<file path="src/rtl/sample_stream_reader_if.sv">
// Memory read port and output sample stream of the sample stream reader.
// master = reader side, slave = memory/downstream side.
interface sample_stream_reader_if #(
   parameter int unsigned ADDR_W = 4,
   parameter int unsigned DATA_W = 8
) ();
   logic [ADDR_W-1:0] mem_addr;
   logic [DATA_W-1:0] mem_rdata;
   logic              out_valid;
   logic [DATA_W-1:0] out_data;
   logic              out_ready;

   modport master (
      output mem_addr,
      input  mem_rdata,
      output out_valid,
      output out_data,
      input  out_ready
   );

   modport slave (
      input  mem_addr,
      output mem_rdata,
      input  out_valid,
      input  out_data,
      output out_ready
   );
endinterface

</file>
<file path="src/rtl/sample_stream_reader.sv">
// Streams a window of the sample memory out through a small prefetch buffer.
// Define READER_CHECKSUM_EN to add the running `checksum` output.
module sample_stream_reader #(
   parameter int unsigned ADDR_W     = 4,
   parameter int unsigned DATA_W     = 8,
   parameter int unsigned FIFO_DEPTH = 2
) (
   input  logic                  clk,
   input  logic                  rst,
   input  logic                  start,
   input  logic [ADDR_W-1:0]     start_addr,
   input  logic [ADDR_W:0]       length,
   input  logic                  loop_en,
   input  logic                  abort,
   sample_stream_reader_if.master bus,
   output logic                  busy,
   output logic                  done,
   output logic [ADDR_W:0]       sample_cnt
`ifdef READER_CHECKSUM_EN
   ,
   output logic [DATA_W-1:0]     checksum
`endif
);

   localparam int unsigned PtrW = (FIFO_DEPTH > 1) ? $clog2(FIFO_DEPTH) : 1;
   localparam int unsigned CntW = $clog2(FIFO_DEPTH + 1);
   localparam logic [CntW:0]     DepthOcc = (CntW + 1)'(FIFO_DEPTH);
   localparam logic [PtrW-1:0]   LastPtr  = PtrW'(FIFO_DEPTH - 1);
   localparam logic [PtrW-1:0]   PtrOne   = PtrW'(1);
   localparam logic [ADDR_W:0]   LenOne   = (ADDR_W + 1)'(1);
   localparam logic [ADDR_W-1:0] AddrOne  = ADDR_W'(1);

   typedef enum logic [1:0] {StIdle, StFetch, StDrain, StDone} state_e;

   state_e            state_q, state_d;
   logic [ADDR_W-1:0] mem_addr_q, mem_addr_d;
   logic [ADDR_W-1:0] base_q, base_d;
   logic [ADDR_W:0]   len_q, len_d;
   logic [ADDR_W:0]   issue_cnt_q, issue_cnt_d;
   logic [ADDR_W:0]   sample_cnt_q, sample_cnt_d;
   logic              loop_q, loop_d;
   logic              inflight_q, inflight_d;
   logic [DATA_W-1:0] fifo_q [FIFO_DEPTH];
   logic [DATA_W-1:0] fifo_d [FIFO_DEPTH];
   logic [PtrW-1:0]   wr_ptr_q, wr_ptr_d;
   logic [PtrW-1:0]   rd_ptr_q, rd_ptr_d;
   logic [CntW-1:0]   count_q, count_d;
`ifdef READER_CHECKSUM_EN
   logic [DATA_W-1:0] checksum_q, checksum_d;
`endif

   logic            pop, push, issue, accept, kill;
   logic [CntW:0]   occ;

   always_comb begin
      pop    = (count_q != '0) && bus.out_ready;
      accept = (state_q == StIdle) && start && !abort;
      kill   = abort && (state_q != StDone);
      // Occupancy after this cycle's pop, counting the read still in flight.
      occ    = {1'b0, count_q} + (CntW + 1)'(inflight_q) - (CntW + 1)'(pop);
      issue  = (state_q == StFetch) && !abort && (occ < DepthOcc);
      push   = inflight_q && !kill;

      state_d      = state_q;
      mem_addr_d   = mem_addr_q;
      base_d       = base_q;
      len_d        = len_q;
      issue_cnt_d  = issue_cnt_q;
      sample_cnt_d = sample_cnt_q;
      loop_d       = loop_q;
      inflight_d   = issue;
      fifo_d       = fifo_q;
      wr_ptr_d     = wr_ptr_q;
      rd_ptr_d     = rd_ptr_q;
      count_d      = count_q + CntW'(push) - CntW'(pop);
`ifdef READER_CHECKSUM_EN
      checksum_d   = checksum_q;
`endif

      unique case (state_q)
         StIdle: begin
            if (accept) begin
               base_d      = start_addr;
               len_d       = length;
               loop_d      = loop_en;
               issue_cnt_d = '0;
               if (length == '0) begin
                  state_d = StDone;
               end else begin
                  state_d    = StFetch;
                  mem_addr_d = start_addr;
               end
            end
         end
         StFetch: begin
            if (issue) begin
               if (issue_cnt_q + LenOne == len_q) begin
                  if (loop_q) begin
                     issue_cnt_d = '0;
                     mem_addr_d  = base_q;
                  end else begin
                     state_d = StDrain;
                  end
               end else begin
                  issue_cnt_d = issue_cnt_q + LenOne;
                  mem_addr_d  = mem_addr_q + AddrOne;
               end
            end
         end
         StDrain: begin
            if (!inflight_q && (count_q == CntW'(pop))) state_d = StDone;
         end
         StDone: state_d = StIdle;
         default: state_d = StIdle;
      endcase

      if (pop) begin
         sample_cnt_d = (loop_q && (sample_cnt_q + LenOne == len_q)) ? '0
                                                                     : sample_cnt_q + LenOne;
`ifdef READER_CHECKSUM_EN
         checksum_d   = checksum_q + bus.out_data;
`endif
      end
      if (accept) begin
         sample_cnt_d = '0;
`ifdef READER_CHECKSUM_EN
         checksum_d   = '0;
`endif
      end

      if (push) begin
         fifo_d[wr_ptr_q] = bus.mem_rdata;
         wr_ptr_d = (wr_ptr_q == LastPtr) ? '0 : wr_ptr_q + PtrOne;
      end
      if (pop) rd_ptr_d = (rd_ptr_q == LastPtr) ? '0 : rd_ptr_q + PtrOne;

      if (kill) begin
         state_d    = StIdle;
         wr_ptr_d   = '0;
         rd_ptr_d   = '0;
         count_d    = '0;
         inflight_d = 1'b0;
      end
   end

   always_ff @(posedge clk) begin
      if (rst) begin
         state_q      <= StIdle;
         mem_addr_q   <= '0;
         base_q       <= '0;
         len_q        <= '0;
         issue_cnt_q  <= '0;
         sample_cnt_q <= '0;
         loop_q       <= 1'b0;
         inflight_q   <= 1'b0;
         fifo_q       <= '{default: '0};
         wr_ptr_q     <= '0;
         rd_ptr_q     <= '0;
         count_q      <= '0;
`ifdef READER_CHECKSUM_EN
         checksum_q   <= '0;
`endif
      end else begin
         state_q      <= state_d;
         mem_addr_q   <= mem_addr_d;
         base_q       <= base_d;
         len_q        <= len_d;
         issue_cnt_q  <= issue_cnt_d;
         sample_cnt_q <= sample_cnt_d;
         loop_q       <= loop_d;
         inflight_q   <= inflight_d;
         fifo_q       <= fifo_d;
         wr_ptr_q     <= wr_ptr_d;
         rd_ptr_q     <= rd_ptr_d;
         count_q      <= count_d;
`ifdef READER_CHECKSUM_EN
         checksum_q   <= checksum_d;
`endif
      end
   end

   assign bus.mem_addr  = mem_addr_q;
   assign bus.out_valid = (count_q != '0);
   assign bus.out_data  = fifo_q[rd_ptr_q];
   assign busy          = (state_q == StFetch) || (state_q == StDrain);
   assign done          = (state_q == StDone);
   assign sample_cnt    = sample_cnt_q;
`ifdef READER_CHECKSUM_EN
   assign checksum      = checksum_q;
`endif

endmodule
</file>
<file path="src/flat_wrapper.sv">
// flat-port wrapper written by rule: the top's interface ports become plain ports
module sample_stream_reader_flat 
#(
   parameter int unsigned ADDR_W     = 4,
   parameter int unsigned DATA_W     = 8,
   parameter int unsigned FIFO_DEPTH = 2
)
  (clk, rst, start, start_addr, length, loop_en, abort, busy, done, sample_cnt, bus_mem_addr, bus_mem_rdata, bus_out_valid, bus_out_data, bus_out_ready);
  sample_stream_reader_if #(.ADDR_W(ADDR_W), .DATA_W(DATA_W)) bus_i ();
  input  logic clk;
  input  logic rst;
  input  logic start;
  input  logic [ADDR_W-1:0] start_addr;
  input  logic [ADDR_W:0] length;
  input  logic loop_en;
  input  logic abort;
  output logic busy;
  output logic done;
  output logic [ADDR_W:0] sample_cnt;
  output wire logic [$bits(bus_i.mem_addr)-1:0] bus_mem_addr;
  input wire logic [$bits(bus_i.mem_rdata)-1:0] bus_mem_rdata;
  output wire logic [$bits(bus_i.out_valid)-1:0] bus_out_valid;
  output wire logic [$bits(bus_i.out_data)-1:0] bus_out_data;
  input wire logic [$bits(bus_i.out_ready)-1:0] bus_out_ready;
  assign bus_mem_addr = bus_i.mem_addr;
  assign bus_i.mem_rdata = bus_mem_rdata;
  assign bus_out_valid = bus_i.out_valid;
  assign bus_out_data = bus_i.out_data;
  assign bus_i.out_ready = bus_out_ready;
  sample_stream_reader #(.ADDR_W(ADDR_W), .DATA_W(DATA_W), .FIFO_DEPTH(FIFO_DEPTH)) u_core (.clk(clk), .rst(rst), .start(start), .start_addr(start_addr), .length(length), .loop_en(loop_en), .abort(abort), .bus(bus_i), .busy(busy), .done(done), .sample_cnt(sample_cnt));
endmodule
</file>
<file path="config.mk">
export PLATFORM = sky130hd
export DESIGN_NAME = sample_stream_reader_flat
export DESIGN_NICKNAME = d
export VERILOG_FILES = /design/src/rtl/sample_stream_reader_if.sv /design/src/rtl/sample_stream_reader.sv /design/src/flat_wrapper.sv
export SDC_FILE = /design/constraint.sdc
export NUM_CORES = 1
export LEC_CHECK = 0
export ABC_AREA = 1
export BUFFER_PORTS_ARGS = -buffer_cell sky130_fd_sc_hd__buf_4
export CAP_MARGIN = 20
export CORE_ASPECT_RATIO = 0.9
export CORE_MARGIN = 3
export CORE_UTILIZATION = 51
export DETAILED_ROUTE_END_ITERATION = 12
export GPL_ROUTABILITY_DRIVEN = 0
export HOLD_SLACK_MARGIN = 0.05
export PLACE_DENSITY = 0.77
export SYNTH_ARGS = -nofsm -noshare
export SYNTH_HDL_FRONTEND = slang
export SYNTH_SLANG_ARGS = --single-unit
</file>
<file path="constraint.sdc">
create_clock -name clk -period 2.5 [get_ports clk]
set_input_delay 0.125 -clock clk [delete_from_list [all_inputs] [get_ports clk]]
set_output_delay 0.125 -clock clk [all_outputs]
set_load 0.02 [all_outputs]
</file>
# After elaboration in Yosys (flattened, before gate mapping)
# Index checks and enable logic that the tools add are counted.
# totals
reg_bits	47
input_bits	23
out_inout_bits	20
wordCells	93
# op_classes
n_addsub	9
order_cmp	4
eq_ne	14
mux	27
bitwise_logic	2
reduce_logical	24
# op_table
op	n
8-bit 2-to-1 mux	4
5-bit 2-to-1 mux	5
4-bit 2-to-1 mux	5
16-bit bitwise mux	1
2-bit 2-to-1 mux	6
5-bit by 1-bit adder with 5-bit output, second input constant	2
5-bit equality test	2
1-bit logical AND	10
5-bit one-hot mux with 2 select lines	1
5-bit AND reduction	2
8-bit demux with 1-bit select	1
2-bit inequality test, second input constant	4
2-bit one-hot mux with 4 select lines	1
4-bit one-hot mux with 2 select lines	1
2-bit by 1-bit inequality test with 1-bit output, second input constant	3
5-bit zero test	1
4-bit by 1-bit adder with 4-bit output, second input constant	1
2-bit equality test, second input constant	2
2-bit >= comparator, second input constant	2
1-bit inverter with 2-bit output	2
4-bit AND reduction	1
2-bit nonzero test	2
2-bit OR reduction	2
2-bit by 1-bit adder with 3-bit output	1
other kinds (14)	18

# Depth between registers and ports, before layout
# logic_depth
word_depth	7
depth_mapped	16
ltp_nobuf	16

# Worst setup path before layout
# No wires, ideal clock.
# synth_timing
path_kind	flip-flop to flip-flop
from	reg u_core.count_q[1]
to	reg u_core.state_q[0]
setup_time_ns	0.113
arrival_time_ns	2.756
required_ns	2.387
path_slack_ns	-0.369
path_stages_with_launch	16
path_buffers	0
path_cell_list	dfxtp_1 -> inv_1 -> nand2_1 -> nand2_1 -> inv_1 -> ha_1 -> or2_2 -> fa_1 -> xnor2_1 -> nand4_1 -> nand2_1 -> o21ai_0 -> nor3_2 -> nand2_4 -> o21ai_1 -> nor2_1
# synth_between
elab_chain_len	7
word_cells_on_any_way	11
classes_between	add/sub (2); order compare (1); eq/ne (3); reduce/logical (5)
# synth_lines
item	line_no	rtl
start: declaration	sample_stream_reader.sv:47	logic [CntW-1:0] count_q, count_d;
start signal: assignment	sample_stream_reader.sv:175	count_q <= count_d;
2-bit nonzero test *	n/a	
named net bus_out_valid	flat_wrapper.sv:22	output wire logic [$bits(bus_i.out_valid)-1:0] bus_out_valid;
1-bit logical AND *	sample_stream_reader.sv:56	pop = (count_q != '0) && bus.out_ready;
named net u_core.pop	sample_stream_reader.sv:52	logic pop, push, issue, accept, kill;
3-bit by 1-bit subtractor with 3-bit output	sample_stream_reader.sv:60	occ = {1'b0, count_q} + (CntW + 1)'(inflight_q) - (CntW + 1)'(pop);
3-bit by 2-bit < comparator with 1-bit output	sample_stream_reader.sv:61	issue = (state_q == StFetch) && !abort && (occ < DepthOcc);
1-bit logical AND	sample_stream_reader.sv:61	
2-bit by 1-bit inequality test with 1-bit output (no source line)	n/a	
5-bit AND reduction (no source line) *	n/a	
end signal: assignment	sample_stream_reader.sv:148	state_q <= StIdle;
end signal: assignment	sample_stream_reader.sv:164	state_q <= state_d;
end: declaration	sample_stream_reader.sv:35	state_e state_q, state_d;
# Mark *: on every way through the listed nets, which the timed path passes. The rest lies on a longest branch.
# A chain may end at the register's enable or synchronous reset.

# Worst setup path after layout
# layout_timing
from	reg u_core.count_q[1]
to	reg u_core.state_q[1]
# layout_between
elab_chain_len	7
word_cells_on_any_way	11
classes_between	add/sub (2); order compare (1); eq/ne (3); reduce/logical (5)
# layout_lines
item	line_no
2-bit nonzero test *	sample_stream_reader.sv:56
1-bit logical AND *	sample_stream_reader.sv:56
named net u_core.pop	sample_stream_reader.sv:52
3-bit by 1-bit subtractor with 3-bit output	sample_stream_reader.sv:60
3-bit by 2-bit < comparator with 1-bit output	sample_stream_reader.sv:61
1-bit logical AND	sample_stream_reader.sv:61
2-bit by 1-bit inequality test with 1-bit output (no source line)	n/a
5-bit AND reduction (no source line) *	n/a
# Marks and branches as above.

==> flow_summary.toml <==
[placement]
pre_cts_ws_ns = -0.0400
dp_hpwl_mm = 4.18
portBuffers = 42

[clock_tree]
clock_insertion_delay_worst_skew_ns = 0.30
cts_tree = "built"
clk_pin_slew_ns = 0.09
clockBufferDepth = 2
numCtsBuffers = 5
cts_root_buf = "clkbuf_8"
cts.htree.levels = 2
cts-hold-fix-buffers = 0
clock_sinks = 47

[cells_and_area]
syn_to_final_growth_pct = 25.4
final_util = 0.693
antennaDiodeCount = 0
fin_nets = 450
layout_common_cells = "70 x nand2_1, 54 x buf_4, 45 x dfxtp_1"
mostFrequentLayoutCell = "nand2_1"
layout-drive-gt1-share = 0.242

[synthesis]
yosys-top-cells-area = "dfxtp_1 37%, nand2_1 10%, a21oi_1 6.4%"
synth-simple-area-share = 0.321
yosysUniqueCellTypes = 33
synthArstFlopShare = 0
synthesis.area_um2 = 2580
synthAdderAreaFrac = 0.0563
synthesis.nets = 398
synth-edff-count = 0
synth_area_per_cell_um2 = 7.08
synth_top_family_by_area = "simple AND/OR/NAND/NOR gates"
synth_compound_area_frac = 0.129
synth_top_flop_cell = "dfxtp_1"
synth_seq_area_share = 0.365
synth-xor-area-share = 0.0374
yosysWarnings = 0
synth.mux.area_fraction = 0
synth_area_leader_cell = "dfxtp_1"
ys_seq_elements = 47
synth.top_cell.area_share = 0.365
synth_cells = 364

[status]
violations = "setup timing"
status = "finished with violations"

[floorplanning]
core-area_um2 = 4660
boundaryPins = 43
die_h_um = 73.4
die-area_um2 = 5940
initial_core_util = 0.553
die_width_um = 80.9
rows = 23

[grt]
gr-usage-all-layers = 0.205
grt_start_max_net_pins = 29
antenna_found_initial = 0
overflow = 0
grt_pass1_wl_mm = 9.60
grt_pass1_vias = 2204

[critical_path]
critPathTopFamily = "simple AND/OR/NAND/NOR gates"
crit_type = "register to register"
cp_max_fo = 3
cp_slowest_stage_delay_ns = 0.56
worstPathCellList = "inv_2 > nand2_4 > nand2_4 > inv_6 > ha_4 > or2_4 > fa_2 > nand4_1 > nand2_1 > o21ai_2 > nor3_2 > nand2_4 > o21ai_2 > nor2_1"
cp_slowest_cell = "fa_2"
path_buf_inv = 2
critPathCaptureType = "register"
arrival_ns = 2.77
setup.worst_path.start_class = "register"
crit_required_ns = 2.70
cp_common_cell = "nand2_4"

[timing]
finalCritPeriodShare = 1.03
final_max_slew_viol_count = 0
skew_ns = 0.00363
max_freq_ghz = 0.390
worst_pin_slew_ns = 0.780
setup-violations-final = 1
setup_ws_ns = -0.0664
rsz0062_at_grt = "yes"
tns_ns = -0.0664
hold_viol = 0
max_slew_margin = 0.476
period_minus_slack_ns = 2.57

[worst_hold_path]
hold_path.class = "input port to register"

[detailed_routing]
wl_per_cell_um = 12.6
wl_mm = 6.02
num_vias = 2461
first_pass_iters = 5
drt_iter0_drc = 125
antenna_left = 0
via_per_inst = 5.14
drc = 0

[power_and_ir_drop]
power.leakage_uw = 0.00139
pwr_density_cell_nw_per_um2 = 609
power_uw = 1970
peakVddDrop_mv = 0.441

[job]
cap_violations = 0
==> worst paths after layout <==
check / slack (ns) / to / cells after the start / startpoint
setup reg to reg: -0.07 / u_core.state_q[1] / 14 / u_core.count_q[1]
hold reg to reg: 0.45 / u_core.fifo_q[13] / 2 / u_core.fifo_q[13]
hold / removal: 0.07 / u_core.fifo_q[4] / 2 / rst
setup / recovery: -0.07 / u_core.state_q[1] / 14 / u_core.count_q[1]
==> power breakdown <==
part,internal (uW),switching [uW],leakage [uW]
sequential,795,43.1,0.000383
clock,400,260,0.0000654
combinational,176,294,0.000944
total,1370,597,0.00139
==> layout make-up <==
cell class,instances,area [um^2]
fillers,390,1430
well taps,62,77.6
repair buffers,54,405
clock buffers,6,72.6
inverters,49,193
clock inverters,2,60.1
multi-input cells,259,1480
flip-flops and latches,47,943
==> through the flow <==
stage / std cells / instance area, um^2 / hold WS, ns
4_1_cts: 475 / 3150 / 0.0588
3_5_place_dp: 464 / 3000 / 0.387
3_3_place_gp: 464 / 3000 / 0.381
5_1_grt: 479 / 3230 / 0.0618
2_1_floorplan: 364 / 2600 / 0.292
6_report: 479 / 3230 / 0.0670
==> cell usage after synthesis, types with 2 or more instances <==
| cell | instances |
|---|---|
| or2_2 | 4 |
| clkinv_1 | 3 |
| a21oi_1 | 33 |
| nand3_2 | 2 |
| nand2_4 | 2 |
| nand2_1 | 72 |
| nand3_1 | 31 |
| nand2_2 | 6 |
| o21ai_0 | 28 |
| dfxtp_1 | 47 |
| o21ai_1 | 3 |
| clkbuf_1 | 8 |
| xnor2_1 | 4 |
| inv_1 | 43 |
| nand3_4 | 3 |
| ha_1 | 10 |
| nand4_1 | 2 |
| xor2_1 | 7 |
| nor2_1 | 42 |
==> logic make-up (layout without fill, tap and decap cells) <==
family / Yosys count / after routing
XOR/XNOR: 11 / 11
AO/OA/AOI/OAI: 66 / 66
flip-flops: 47 / 47
buffers and inverters: 59 / 111
AND/OR/NAND/NOR: 170 / 171
adder cells (fa/ha/maj): 11 / 11
==> timing repair <==
action                                  CTS  global route
setup buffers                             3             4
pin swaps                                 2             9
gates resized for setup                   1             9
gates cloned                              0             1
endpoints found under the setup margin    7            12
==> metal layers <==
layer	share of wire	global-route usage	wire length (um)	vias up
li1	-	-	-	1265
met1	0.47	0.265	2800	1132
met2	0.48	0.339	2870	57
met3	0.049	0.0539	297	7
met4	0.0081	0.0525	49	0
met5	0	0	0	-
==> state kept, by name, indices dropped and copies added (netlist names) <==
signal / count
u_core.count_q: 2
u_core.inflight_q: 1
u_core.loop_q: 1
u_core.sample_cnt: 5
u_core.bus.mem_addr: 4
u_core.len_q: 5
u_core.wr_ptr_q: 1
u_core.base_q: 4
u_core.fifo_q: 16
u_core.state_q: 2
u_core.issue_cnt_q: 5
u_core.rd_ptr_q: 1
(Power assumes the default switching activity.)
